===== config.mk =====
export PLATFORM = sky130hd
export DESIGN_NAME = sync_fifo_prog
export DESIGN_NICKNAME = d
export VERILOG_FILES = /design/src/rtl/sync_fifo_prog.sv
export SDC_FILE = /design/constraint.sdc
export NUM_CORES = 1
export LEC_CHECK = 0
export CAP_MARGIN = 20
export CORE_ASPECT_RATIO = 1.2
export CORE_MARGIN = 5
export CORE_UTILIZATION = 64
export CTS_BUF_LIST = sky130_fd_sc_hd__clkbuf_2
export CTS_CLUSTER_SIZE = 20
export DETAILED_ROUTE_END_ITERATION = 7
export HOLD_SLACK_MARGIN = 0.03
export PLACE_DENSITY_LB_ADDON = 0.2
export SYNTH_ARGS = -nofsm -noshare
export SYNTH_HDL_FRONTEND = slang
export SYNTH_SLANG_ARGS = --single-unit

===== constraint.sdc =====
create_clock -name clk -period 6.9 [get_ports clk]
set_clock_uncertainty 0.15 [all_clocks]
set_input_delay 1.38 -clock clk [delete_from_list [all_inputs] [get_ports clk]]
set_output_delay 1.38 -clock clk [all_outputs]
set_load 0.01 [all_outputs]

===== src/rtl/sync_fifo_prog.sv =====
// Single-clock FIFO with programmable almost-full / almost-empty thresholds,
// a registered fill level, optional first-word-fall-through read mode and
// sticky overflow / underflow error flags.
module sync_fifo_prog #(
    parameter int  DATA_WIDTH = 8,
    parameter int  DEPTH      = 16,
    parameter bit  FWFT       = 1'b0,
    localparam int CW         = $clog2(DEPTH) + 1
) (
    input  logic                  clk,
    input  logic                  rst,
    input  logic                  wr_en,
    input  logic [DATA_WIDTH-1:0] din,
    input  logic                  rd_en,
    output logic [DATA_WIDTH-1:0] dout,
    output logic                  full,
    output logic                  empty,
    output logic                  almost_full,
    output logic                  almost_empty,
    input  logic [CW-1:0]         af_thresh,
    input  logic [CW-1:0]         ae_thresh,
    output logic [CW-1:0]         count,
    output logic                  overflow,
    output logic                  underflow,
    input  logic                  clr_err
);

    localparam int AW = CW - 1;

    logic [DATA_WIDTH-1:0] mem_q [DEPTH];

    logic [CW-1:0] wr_ptr_q, wr_ptr_d;
    logic [CW-1:0] rd_ptr_q, rd_ptr_d;
    logic [CW-1:0] count_q, count_d;
    logic          overflow_q, overflow_d;
    logic          underflow_q, underflow_d;

    logic          rd_ok;
    logic          wr_ok;
    logic [AW-1:0] wr_idx;
    logic [AW-1:0] rd_idx;

    // Pointers carry a wrap bit; only the low bits address the memory.
    assign wr_idx = wr_ptr_q[AW-1:0];
    assign rd_idx = rd_ptr_q[AW-1:0];

    // Flags come straight from the count register, so threshold changes act at once.
    assign full         = (count_q == CW'(DEPTH));
    assign empty        = (count_q == '0);
    assign almost_full  = (count_q >= af_thresh);
    assign almost_empty = (count_q <= ae_thresh);
    assign count        = count_q;
    assign overflow     = overflow_q;
    assign underflow    = underflow_q;

    // Accept/reject decision; a read frees a slot, so a write to a full FIFO
    // alongside an accepted read still goes through.
    always_comb begin
        rd_ok = rd_en && !empty;
        wr_ok = wr_en && (!full || rd_ok);
    end

    // Next pointer, fill level and sticky error state.
    always_comb begin
        wr_ptr_d = wr_ok ? wr_ptr_q + CW'(1) : wr_ptr_q;
        rd_ptr_d = rd_ok ? rd_ptr_q + CW'(1) : rd_ptr_q;

        count_d = count_q;
        case ({wr_ok, rd_ok})
            2'b10:   count_d = count_q + CW'(1);
            2'b01:   count_d = count_q - CW'(1);
            default: count_d = count_q;
        endcase

        // A new error event in the same cycle as clr_err keeps the flag set.
        if (wr_en && !wr_ok) begin
            overflow_d = 1'b1;
        end else if (clr_err) begin
            overflow_d = 1'b0;
        end else begin
            overflow_d = overflow_q;
        end

        if (rd_en && !rd_ok) begin
            underflow_d = 1'b1;
        end else if (clr_err) begin
            underflow_d = 1'b0;
        end else begin
            underflow_d = underflow_q;
        end
    end

    // Control state registers with synchronous reset.
    always_ff @(posedge clk) begin
        if (rst) begin
            wr_ptr_q    <= '0;
            rd_ptr_q    <= '0;
            count_q     <= '0;
            overflow_q  <= 1'b0;
            underflow_q <= 1'b0;
        end else begin
            wr_ptr_q    <= wr_ptr_d;
            rd_ptr_q    <= rd_ptr_d;
            count_q     <= count_d;
            overflow_q  <= overflow_d;
            underflow_q <= underflow_d;
        end
    end

    // Storage array; never reset, stale contents are unreachable once pointers clear.
    always_ff @(posedge clk) begin
        if (!rst && wr_ok) begin
            mem_q[wr_idx] <= din;
        end
    end

    generate
        if (!FWFT) begin : g_std
            logic [DATA_WIDTH-1:0] dout_q, dout_d;

            // Registered read port: load the head word on an accepted read, else hold.
            always_comb begin
                dout_d = rd_ok ? mem_q[rd_idx] : dout_q;
            end

            // Output data register.
            always_ff @(posedge clk) begin
                if (rst) begin
                    dout_q <= '0;
                end else begin
                    dout_q <= dout_d;
                end
            end

            assign dout = dout_q;
        end else begin : g_fwft
            // Head word falls through whenever something is stored; zero while empty.
            always_comb begin
                dout = empty ? '0 : mem_q[rd_idx];
            end
        end
    endgenerate

    // Pointer distance (with wrap bit) must always equal the fill level.
    a_ptr_count : assert property (@(posedge clk) disable iff (rst)
        (CW'(wr_ptr_q - rd_ptr_q) == count_q));

endmodule


==> flow_metrics.env, run 1 <==
export IMPL_status="completed"
export IMPL_dieWidth_um=101
export IMPL_cts_resized=0
export IMPL_wl_per_cell_um=21.9
export IMPL_gr_total_overflow=0
export IMPL_clock_sinks=151
export IMPL_max_clock_freq_mhz=206
export IMPL_rsz0062_at_grt="no"
export IMPL_critPathCapture="almost_empty"
export IMPL_reg2reg_depth=9
export IMPL_antenna_found_initial=0
export IMPL_nets=496
export IMPL_fin_crit_sh_pct=70.2
export IMPL_num_antenna_cells=0
export IMPL_coreArea_mm2=0.00956
export IMPL_r2r_start="count[2]"
export IMPL_yosysWarnings=0
export IMPL_p_comb_share_pct=25.0
export IMPL_stdcell_area_mm2=0.00709
export IMPL_syn_avg_cell_area_um2=15.3
export IMPL_grt_pass1_vias=3773
export IMPL_hold_slack_ns=0.362
export IMPL_hold_buffers=0
export IMPL_hold_path_class="flop to flop"
export IMPL_root_buffer="clkbuf_2"
export IMPL_vias=3619
export IMPL_start_util_pct=65.9
export IMPL_p_int_mw=1.53
export IMPL_wirelength_mm=12.9
export IMPL_leakagePower_nw=2.33
export IMPL_ys_seq_area_share_pct=68.3
export IMPL_slew_violations=0
export IMPL_cp_required_ns=5.37
export IMPL_first_iter_violations=261
export IMPL_ant_nets=0
export IMPL_drcViolationCount=0
export IMPL_switchingPower_mw=0.628
export IMPL_ys_async_sr_fraction_pct=0
export IMPL_crit_chain="clkdlybuf4s50_1, inv_1, ha_1, nor2b_1, o21a_1, o21ai_0, nand2_1, o211ai_1, clkdlybuf4s50_1"
export IMPL_cellPowerDensity_mw_per_mm2=305
export IMPL_cp_start_kind="input port"
export IMPL_grt_max_degree=51
export IMPL_slowest_stage="clkdlybuf4s50_1"
export IMPL_power_mw=2.16
export IMPL_syn_area_mm2=0.00630
export IMPL_port_buffers=41
export IMPL_cap_violations=0
export IMPL_relSlewSlack_pct=35.6
export IMPL_grt_total_usage_pct=23.1
export IMPL_cp_max_fo=2
export IMPL_io_pins=42
export IMPL_crit_top_cell="clkdlybuf4s50_1"
export IMPL_dieArea_mm2=0.0119
export IMPL_avgViaCountPerCell=6.14
export IMPL_postSynthRegisterBits=151
export IMPL_crit_start="ae_thresh[1]"
export IMPL_layout_setup_ws_ns=2.05
export IMPL_worstSetupPathType="input port to output pin"
export IMPL_fin_setup_tns_ns=0
export IMPL_clk_pin_slew_ns=0.22
export IMPL_die_h_um=119
export IMPL_areaGrowthSynthToFinish_pct=12.4
export IMPL_drive_above_1_share_pct=12.0
export IMPL_tightest_slew_ns=0.963
export IMPL_post_cts_buffers=0
export IMPL_synth_top_flop_cell="edfxtp_1"
export IMPL_utilization_pct=74.1
export IMPL_dp_cells=557
export IMPL_finalSetupViolations=0
export IMPL_timing_rr_end="count[4]"
export IMPL_cts_tree="done"
export IMPL_clock_path_buffers=2
export IMPL_pre_cts_slack_ns=2.05
export IMPL_cp_end_kind="output pin"
export IMPL_syn_num_nets=454
export IMPL_syn_inst=412
export IMPL_h_tree_depth=4
export IMPL_hold_viol_final=0
export IMPL_slowest_delay_ns=0.56
export IMPL_swShare_pct=29.1
export IMPL_core_rowCount=39
export IMPL_crit_cells=9
export IMPL_min_period_ns=4.85
export IMPL_p_clk_share_pct=24.9
export IMPL_stdcell_count=589
export IMPL_ys_types=43
export IMPL_place_area_mm2=0.00679
export IMPL_cpLargestDelayFamily="buffers and inverters"
export IMPL_gp_congestion=0.824
export IMPL_r2r_slack_ns=3.99
export IMPL_crit_buf_inv=3
export IMPL_clock_latency_ns=0.68
export IMPL_pwr_share_seq_pct=50.1
export IMPL_vdd_drop_max_v=0.000179
export IMPL_numCtsBuffers=17
export IMPL_arrival_ns=3.32
export IMPL_grt_pass1_wl_mm=20.4
export IMPL_drtPass1Iterations=7
export IMPL_synth_edf_count=128
export IMPL_dp_hpwl_mm=8.53
==> per-layer routing <==
layer / share of wire, % / routed length [um] / GRT usage (%)
met3: 5.9 / 756 / 5.01
met1: 39 / 5040 / 29.1
met5: 0 / 0 / 0
met2: 53 / 6880 / 39.6
met4: 1.7 / 220 / 7.67
==> cell families (layout without fill, tap and decap cells) <==
kind of cell | Yosys count | count (layout) | share of synthesized area (%)
xor+xnor | 9 | 9 | 1.25
flops | 151 | 151 | 68.3
buf+inv | 36 | 90 | 2.36
simple gates | 98 | 98 | 7.27
compound gates | 46 | 46 | 5.32
mux | 53 | 53 | 11.6
fa+ha+maj | 19 | 19 | 3.89
==> worst register-to-register path: cells and delay by family (launching register included) <==
kind                     cells  cell delay [ns]
flip-flops                   1             0.44
multiplexers                 1             0.38
buffers and inverters        1             0.11
adder cells (fa/ha/maj)      1             0.35
AO/OA/AOI/OAI                3             0.60
AND/OR/NAND/NOR              3             0.87
==> synthesized netlist by cell type (2+ instances only) <==
master	instances	area (um^2)
mux4_2	16	360
edfxtp_1	128	3840
a21oi_1	9	45.0
nor3_1	8	40.0
nand2b_1	2	12.5
xor2_1	4	35.0
or3_1	2	12.5
buf_1	3	11.3
buf_2	11	55.1
nor4_1	8	50.1
o21ai_0	2	10.0
nand2_1	13	48.8
a22o_1	7	61.3
inv_1	15	56.3
dfxtp_1	23	460
o22ai_1	16	100
ha_1	18	225
xnor2_1	5	43.8
clkbuf_1	7	26.3
mux2i_1	36	360
nor2_1	47	176
nor2b_1	9	56.3
nand3b_1	2	15.0
nand4_1	2	12.5
==> cell type report <==
type | instances | area, um^2
timing repair buffer | 44 | 450
fill | 602 | 2480
tap | 123 | 154
clock buffer | 18 | 90.1
clock inverter | 13 | 180
sequential | 151 | 4310
multi-input combinational | 225 | 1850
inverter | 15 | 56.3
==> layout by cell type (no fill, tap or decap), drive strengths merged, types with 2 or more instances in the layout <==
cell	instances
nor2	47
clkbuf	19
nand2	14
clkinvlp	5
mux4	16
a22o	7
nand4	2
o21ai	4
nand3b	2
or3	2
xnor2	5
edfxtp	128
bufinv	4
a211oi	2
a21oi	9
mux2i	36
xor2	4
a21boi	2
ha	18
o22ai	16
inv	16
clkdlybuf4s50	41
clkinv	3
nor3	8
dfxtp	23
buf	2
nor4	8
nand2b	2
nor2b	9
==> power by group through the flow <==
stage / registers [mW] / logic, mW / clock network, mW
after floorplan: 1.11 / 0.337 / 0
after global placement: 1.10 / 0.523 / 0
after detailed placement: 1.10 / 0.541 / 0
after CTS: 1.08 / 0.542 / 0.546
after global routing: 1.09 / 0.596 / 0.583
final: 1.08 / 0.539 / 0.538
==> sequential cells by signal, indices dropped and copies added, names as in the netlist <==
name	flops
rd_ptr_q	4
underflow	1
dout	8
mem_q	128
overflow	1
wr_ptr_q	4
count	5
==> worst min path at each step <==
| stage | from | to | slack [ns] | depth (start not counted) |
|---|---|---|---|---|
| 2_1_floorplan | dout[0] | dout[0] | 0.36 | 2 |
| 4_1_cts | dout[7] | dout[7] | 0.37 | 2 |
| 3_3_place_gp | dout[0] | dout[0] | 0.33 | 2 |
| 5_1_grt | dout[2] | dout[2] | 0.38 | 2 |
| 3_5_place_dp | dout[6] | dout[6] | 0.34 | 2 |
| 6_report | dout[0] | dout[0] | 0.36 | 2 |
(Power assumes the default switching activity.)
==> run 2, diff against run 1 <==
--- a/config.mk
+++ b/config.mk
@@ -8,7 +8,7 @@
 export CAP_MARGIN = 20
 export CORE_ASPECT_RATIO = 1.2
 export CORE_MARGIN = 5
-export CORE_UTILIZATION = 64
+export CORE_UTILIZATION = 61
 export CTS_BUF_LIST = sky130_fd_sc_hd__clkbuf_2
 export CTS_CLUSTER_SIZE = 20
 export DETAILED_ROUTE_END_ITERATION = 7
==> constraint.sdc (replaced) <==
create_clock -name clk -period 4.8 [get_ports clk]
set_clock_uncertainty 0.15 [all_clocks]
set_input_delay 0.96 -clock clk [delete_from_list [all_inputs] [get_ports clk]]
set_output_delay 0.96 -clock clk [all_outputs]
set_load 0.01 [all_outputs]
==> flow_metrics.env, run 2 (synthesized netlist as in run 1, its figures left out) <==
export IMPL_dieWidth_um=103
export IMPL_clock_latency_ns=0.69
export IMPL_grt_pass1_wl_mm=19.8
export IMPL_drtPass1Iterations=5
export IMPL_hold_viol_final=0
export IMPL_min_path_cells=2
export IMPL_min_period_ns=4.00
export IMPL_tightest_slew_ns=0.942
export IMPL_min_to="dout[4]"
export IMPL_drive_above_1_share_pct=12.6
export IMPL_wirelength_mm=12.7
export IMPL_pre_cts_slack_ns=0.786
export IMPL_ant_nets=0
export IMPL_hp_start="dout[4]"
export IMPL_cp_required_ns=3.69
export IMPL_status="completed"
export IMPL_timing_rr_end="dout[2]"
export IMPL_max_clock_freq_mhz=250
export IMPL_num_antenna_cells=0
export IMPL_grt_total_usage_pct=22.2
export IMPL_fin_setup_tns_ns=0
export IMPL_grt_max_degree=40
export IMPL_nets=498
export IMPL_rsz0062_at_grt="no"
export IMPL_die_h_um=121
export IMPL_hold_buffers=0
export IMPL_r2r_slack_ns=1.79
export IMPL_crit_chain="clkdlybuf4s50_1, inv_1, ha_1, nor2b_1, o21a_1, o21ai_0, nand2_1, o211ai_1, clkdlybuf4s50_1"
export IMPL_clk_pin_slew_ns=0.22
export IMPL_clock_sinks=151
export IMPL_cellPowerDensity_mw_per_mm2=441
export IMPL_coreArea_mm2=0.0101
export IMPL_power_mw=3.14
export IMPL_cts_tree="done"
export IMPL_slew_violations=0
export IMPL_clock_path_buffers=2
export IMPL_layout_setup_ws_ns=0.799
export IMPL_cp_start_kind="input port"
export IMPL_final_common_cell="edfxtp_1"
export IMPL_fin_crit_sh_pct=83.4
export IMPL_antenna_found_initial=0
export IMPL_slowest_delay_ns=0.56
export IMPL_top_register="mem_q"
export IMPL_gr_total_overflow=0
export IMPL_leakagePower_nw=2.35
export IMPL_h_tree_depth=4
export IMPL_cts_resized=0
export IMPL_wl_per_cell_um=21.3
export IMPL_io_pins=42
export IMPL_cpLargestDelayFamily="buffers and inverters"
export IMPL_cp_max_fo=2
export IMPL_root_buffer="clkbuf_2"
export IMPL_crit_buf_inv=3
export IMPL_arrival_ns=2.89
export IMPL_hold_path_class="flop to flop"
export IMPL_worstSetupPathType="input port to output pin"
export IMPL_dieArea_mm2=0.0125
export IMPL_gp_congestion=0.795
export IMPL_slowest_stage="clkdlybuf4s50_1"
export IMPL_cap_violations=0
export IMPL_vdd_drop_max_v=0.000253
export IMPL_crit_top_cell="clkdlybuf4s50_1"
export IMPL_grt_pass1_vias=3651
export IMPL_avgViaCountPerCell=5.99
export IMPL_vias=3567
export IMPL_dp_hpwl_mm=8.28
export IMPL_port_buffers=41
export IMPL_r2r_start="rd_ptr_q[0]"
export IMPL_drcViolationCount=0
export IMPL_mostFrequentLayoutCells="edfxtp_1 (128), nor2_1 (47), clkdlybuf4s50_1 (41)"
export IMPL_first_iter_violations=281
export IMPL_relSlewSlack_pct=37.1
export IMPL_areaGrowthSynthToFinish_pct=12.9
export IMPL_core_rowCount=40
export IMPL_largest_reg_flops=128
export IMPL_cp_end_kind="output pin"
export IMPL_finalSetupViolations=0
export IMPL_start_util_pct=62.6
export IMPL_reg2reg_depth=5
export IMPL_post_cts_buffers=0
export IMPL_numCtsBuffers=17
==> run 2: metal layers <==
metal  share of wire [%]  wire length, um  vias up  global-route usage, %
met5                   0                0        -                      0
met4                 1.9              244        0                   7.69
met3                 6.7              851       22                   5.64
met2                  52             6530      135                   35.9
met1                  40             5030     1758                   29.1
li1                    -                -     1652                      -
==> run 2: metrics by stage <==
stage	hold WS [ns]	std cells	area (um^2)	util, %
6_report	0.359	595	7110	70.7
5_1_grt	0.399	595	7110	70.7
4_1_cts	0.362	594	7090	70.5
3_5_place_dp	0.333	562	6810	67.7
3_3_place_gp	0.332	562	6810	67.7
2_1_floorplan	0.361	412	6300	-
==> run 2: power breakdown <==
part           leakage [nW]  total (mW)  switching (mW)  internal [mW]
clock network         0.158       0.794           0.450          0.344
registers              1.34        1.58          0.0870           1.49
logic                 0.847       0.767           0.391          0.376
total                  2.35        3.14           0.928           2.21
==> run 2: worst register-to-register path, delay by kind of cell (launching register included) <==
family	cells	cell delay (ns)
flip-flops	1	0.99
AND/OR/NAND/NOR	2	0.59
multiplexers	1	0.56
buffers and inverters	1	0.36
AO/OA/AOI/OAI	1	0.28
==> run 2: worst max path at each step <==
stage | startpoint | endpoint | cells after the start
3_5_place_dp | ae_thresh[1] | almost_empty | 9
2_1_floorplan | rd_en | count[4] | 9
6_report | ae_thresh[1] | almost_empty | 9
3_3_place_gp | ae_thresh[1] | almost_empty | 9
5_1_grt | ae_thresh[1] | almost_empty | 9
4_1_cts | ae_thresh[1] | almost_empty | 9
==> run 2: cell type report <==
type,count,area (um^2)
Sequential cell,151,4310
Fill cell,674,2950
Multi-Input combinational cell,225,1850
Timing Repair Buffer,46,460
Clock inverter,15,200
Tap cell,126,158
Clock buffer,17,85.1
Inverter,15,56.3
